--- src/rtl/fifo_reader.sv ---
// -----------------------------------------------------------------------------
// fifo_reader
//   Read-side drain engine for the synchronous FIFO. It issues read enables and
//   turns the FIFO empty/rd_en/rdata interface into a valid/ready stream. The
//   FIFO's 1-cycle read latency is absorbed by a 2-entry output buffer, so
//   downstream backpressure never drops a word. The FIFO is never read while
//   empty.
//
// Parameters
//   WIDTH      data width (must match the FIFO data width)
//   CNT_WIDTH  transfer counter width (only with FIFO_READER_CNT_EN)
//
// Ports
//   clk_i         clock, rising edge
//   rst_i         asynchronous active-low reset
//   en_i          1 = allow new FIFO reads
//   fifo_empty_i  FIFO empty flag
//   fifo_rdata_i  FIFO read data, valid the cycle after fifo_rd_en_o
//   fifo_rd_en_o  FIFO read enable
//   m_valid_o     output word valid
//   m_data_o      output word (0 while the buffer is empty)
//   m_ready_i     consumer ready
//   idle_o        buffer empty and no read in flight
//   xfer_cnt_o    words delivered, wrapping (only with FIFO_READER_CNT_EN)
//
// Optional feature: define FIFO_READER_CNT_EN to add the xfer_cnt_o counter.
// -----------------------------------------------------------------------------
module fifo_reader #(
    parameter int WIDTH     = 8,
    parameter int CNT_WIDTH = 16
) (
    input  logic                 clk_i,
    input  logic                 rst_i,
    input  logic                 en_i,
    input  logic                 fifo_empty_i,
    input  logic [WIDTH-1:0]     fifo_rdata_i,
    output logic                 fifo_rd_en_o,
    output logic                 m_valid_o,
    output logic [WIDTH-1:0]     m_data_o,
    input  logic                 m_ready_i,
    output logic                 idle_o
`ifdef FIFO_READER_CNT_EN
    ,
    output logic [CNT_WIDTH-1:0] xfer_cnt_o
`endif
);

    logic [WIDTH-1:0] r_buf [2];
    logic             r_head;
    logic             r_tail;
    logic [1:0]       r_cnt;
    logic             r_inflight;

    logic             w_pop;
    logic             w_rd_en;
    logic [2:0]       w_occ;

    assign m_valid_o = (r_cnt != 2'd0);
    assign m_data_o  = m_valid_o ? r_buf[r_head] : '0;
    assign w_pop     = m_valid_o & m_ready_i;

    // Occupancy after this cycle's pop, counting the word still in flight.
    // Keeping it below 2 guarantees the captured word always has a free slot.
    assign w_occ   = {1'b0, r_cnt} + {2'b00, r_inflight} - {2'b00, w_pop};
    // rst_i gates the enable so no read is issued while reset is held.
    assign w_rd_en = rst_i & en_i & ~fifo_empty_i & (w_occ < 3'd2);

    assign fifo_rd_en_o = w_rd_en;
    assign idle_o       = (r_cnt == 2'd0) & ~r_inflight;

    always_ff @(posedge clk_i or negedge rst_i) begin
        if (!rst_i) begin
            r_buf[0]   <= '0;
            r_buf[1]   <= '0;
            r_head     <= 1'b0;
            r_tail     <= 1'b0;
            r_cnt      <= 2'd0;
            r_inflight <= 1'b0;
        end else begin
            r_inflight <= w_rd_en;
            if (r_inflight) begin
                r_buf[r_tail] <= fifo_rdata_i;
                r_tail        <= ~r_tail;
            end
            if (w_pop) begin
                r_head <= ~r_head;
            end
            // Simultaneous capture and pop leaves the count unchanged.
            case ({r_inflight, w_pop})
                2'b10:   r_cnt <= r_cnt + 2'd1;
                2'b01:   r_cnt <= r_cnt - 2'd1;
                default: r_cnt <= r_cnt;
            endcase
        end
    end

`ifdef FIFO_READER_CNT_EN
    logic [CNT_WIDTH-1:0] r_xfer_cnt;

    always_ff @(posedge clk_i or negedge rst_i) begin
        if (!rst_i) begin
            r_xfer_cnt <= '0;
        end else if (w_pop) begin
            r_xfer_cnt <= r_xfer_cnt + 1'b1;
        end
    end

    assign xfer_cnt_o = r_xfer_cnt;
`endif

endmodule

--- config.mk ---
export PLATFORM = sky130hd
export DESIGN_NAME = fifo_reader
export DESIGN_NICKNAME = d
export VERILOG_FILES = /design/src/rtl/fifo_reader.sv
export SDC_FILE = /design/constraint.sdc
export NUM_CORES = 1
export LEC_CHECK = 0
export BUFFER_PORTS_ARGS = -buffer_cell sky130_fd_sc_hd__buf_2
export CAP_MARGIN = 20
export CORE_MARGIN = 3
export CORE_UTILIZATION = 56
export DETAILED_ROUTE_END_ITERATION = 10
export GPL_ROUTABILITY_DRIVEN = 0
export PLACE_DENSITY = 0.82
export SYNTH_ARGS = -nofsm -noshare
export SYNTH_HDL_FRONTEND = slang
export SYNTH_SLANG_ARGS = --single-unit
--- constraint.sdc ---
create_clock -name clk_i -period 3.4 [get_ports clk_i]
set_input_delay 0.68 -clock clk_i [delete_from_list [all_inputs] [get_ports clk_i]]
set_output_delay 0.68 -clock clk_i [all_outputs]
set_load 0.02 [all_outputs]
==> impl_metrics.toml <==
[yosys]
yosysTopAreaCell = "dfrtp_1"
yosysWarnings = 0
syn_area_mm2 = 0.00105
syn_avg_cell_area_um2 = 13.0
yosys_register_bits = 21
synthTopCellsByArea = "dfrtp_1 50%, mux2_4 11%, mux2_2 8.6%, mux2i_1 7.6%, nor2_1 3.9%"
ys_seq_area_share_pct = 50.1
syn_inst = 81
netlist.area_leader.share_pct = 50.1
synthDistinctLibCells = 23
syn_nets = 95

[timing]
fin_crit_ns = 2.79
tightest_slew_ns = 0.510
drv_slew = 0
rsz0062_at_grt = "false"
setup_viol = 0
whs_ns = 0.325
skew_ns = 0.000698
fmax_ghz = 0.358
fin_crit_sh_pct = 82.1
hold_violations = 0
slew_headroom_pct = 66.0
fin_setup_tns_ns = 0

[hold_path]
worstHoldPathType = "input pin to async pin"

[detailed_routing]
via_per_inst = 5.18
drt_iter0_markers = 6
drc = 0
ant_nets = 0
wl_per_cell_um = 14.0
totalWireLength_um = 1800
first_pass_iters = 3
vias = 663

[placed_design]
place_hpwl_um = 1280
dp.cells = 124
io_buffers = 23

[clock_tree]
cts-htree-levels = 1
cts_tree = "yes"
cts_resized = 0
cts_root_buffer = "clkbuf_4"
cts_buffers = 3
clk_latency_ns = 0.29
cts.clk_slew.worst_paths_ns = 0.11
clk_path_buf_depth = 2
post_cts_buffers = 0
cts.sinks = 21
cts_hold_buffers = 0

[floorplan]
ios = 24
die_h_um = 49.3
initial_utilization_pct = 60.1
dieWidth_um = 49.3
die-area_mm2 = 0.00243
coreArea_mm2 = 0.00175
rows = 15

[finish]
layout-drive-gt1-share_pct = 44.7
nNetsFinal = 118
area_delta_synth_final_pct = 13.0
diodes = 0
fin_cells = 128

[critical_path]
cp.required_ns = 2.72
critPathMaxFanout = 8
critPathKind = "register to output port"
crit_path_start_kind = "register"
cp.arrival_ns = 2.11
end_kind = "output port"

[status]
status = "finished, final reports clean"

[pwr]
p_per_area_mw_per_mm2 = 769
ir_drop_v = 0.000456
p_leak_nw = 0.596

[global_routing]
grt_pass1_wl_um = 3120
antenna_found_initial = 0
grtUsageTotal_pct = 16.8
grt_pass1_vias = 710
grt_max_degree = 23
grt_overflow_total = 0

[run]
drv_cap = 0
[power by group]
group | internal, W | leakage [nW] | total [W] | switching, W
combinational | 0.000199 | 0.327 | 0.000339 | 0.000141
clock | 0.0000455 | 0.0150 | 0.000113 | 0.0000678
sequential | 0.000361 | 0.254 | 0.000460 | 0.0000985
[layout make-up]
| type | instances | area [µm²] |
|---|---|---|
| clock buffers | 4 | 26.3 |
| fillers | 140 | 559 |
| inverters | 2 | 7.51 |
| multi-input cells | 53 | 480 |
| flip-flops and latches | 21 | 526 |
| well taps | 25 | 31.3 |
| repair buffers | 23 | 115 |
[worst max-delay path: stages (launching register included)]
cell and delay [ns]:
dfrtp_1 0.49, o21ai_0 0.30, nor2_1 0.10, fa_1 0.52, nand4b_1 0.09, nor2_1 0.14
buf_2 0.18
[layer usage]
| layer | up-vias | GRT usage, % | share of wire (%) |
|---|---|---|---|
| met1 | 333 | 18.5 | 42 |
| li1 | 317 | - | - |
| met2 | 11 | 31.9 | 54 |
| met4 | 0 | 5.69 | 0.89 |
| met5 | - | 0 | 0 |
| met3 | 2 | 2.75 | 3.0 |
[flip-flops by register name, indices dropped and copies added (netlist names)]
register	count
r_cnt	2
r_inflight	1
r_buf	16
r_head	1
r_tail	1
[cell usage in the layout (no fill, tap or decap), types with 2 or more instances in the layout]
cell type  count
mux2_4         8
buf_2         23
mux2i_1        8
o21ai_0        3
clkbuf_4       3
mux2_2         8
xor2_1         4
dfrtp_1       21
inv_1          2
nor2_1        11
[Yosys cell counts (all sizes together)]
| cell type | number |
|---|---|
| nand2 | 2 |
| a21oi | 1 |
| clkbuf | 2 |
| inv | 2 |
| buf | 3 |
| dfrtp | 21 |
| xor2 | 4 |
| fa | 1 |
| mux2 | 16 |
| nor2 | 12 |
| nand4b | 1 |
| o21ai | 3 |
| nor2b | 1 |
| nand3b | 1 |
| mux2i | 8 |
| and4b | 1 |
| xnor2 | 1 |
| a211oi | 1 |
[final timing paths]
check | startpoint | end | slack (ns) | depth (start not counted)
max in group asynchronous | rst_i | r_buf[4] | 2.76 | 1
min in group clk_i | r_buf[5] | r_buf[5] | 0.52 | 1
min reg2reg | r_buf[5] | r_buf[5] | 0.52 | 1
max reg2reg | r_cnt[1] | r_inflight | 1.69 | 5
min | rst_i | r_inflight | 0.33 | 1
max | r_cnt[1] | fifo_rd_en_o | 0.61 | 6
[logic make-up after synthesis]
family	share of synthesized area, %
compound gates	2.62
xor+xnor	4.17
fa+ha+maj	1.91
buf+inv	4.17
flops	50.1
mux	27.7
simple gates	9.42
[stage by stage]
stage               util [%]  setup WS, ns  power, W  area [µm²]
floorplan                  -         0.925  0.000722        1050
global placement        66.5         0.796  0.000787        1160
detailed placement      66.5         0.735  0.000808        1160
CTS                     68.0         0.587  0.000922        1190
global route            68.0         0.428  0.000977        1190
finish                  68.0         0.610  0.000913        1190
Note: power is estimated with default switching activity, not from simulation.
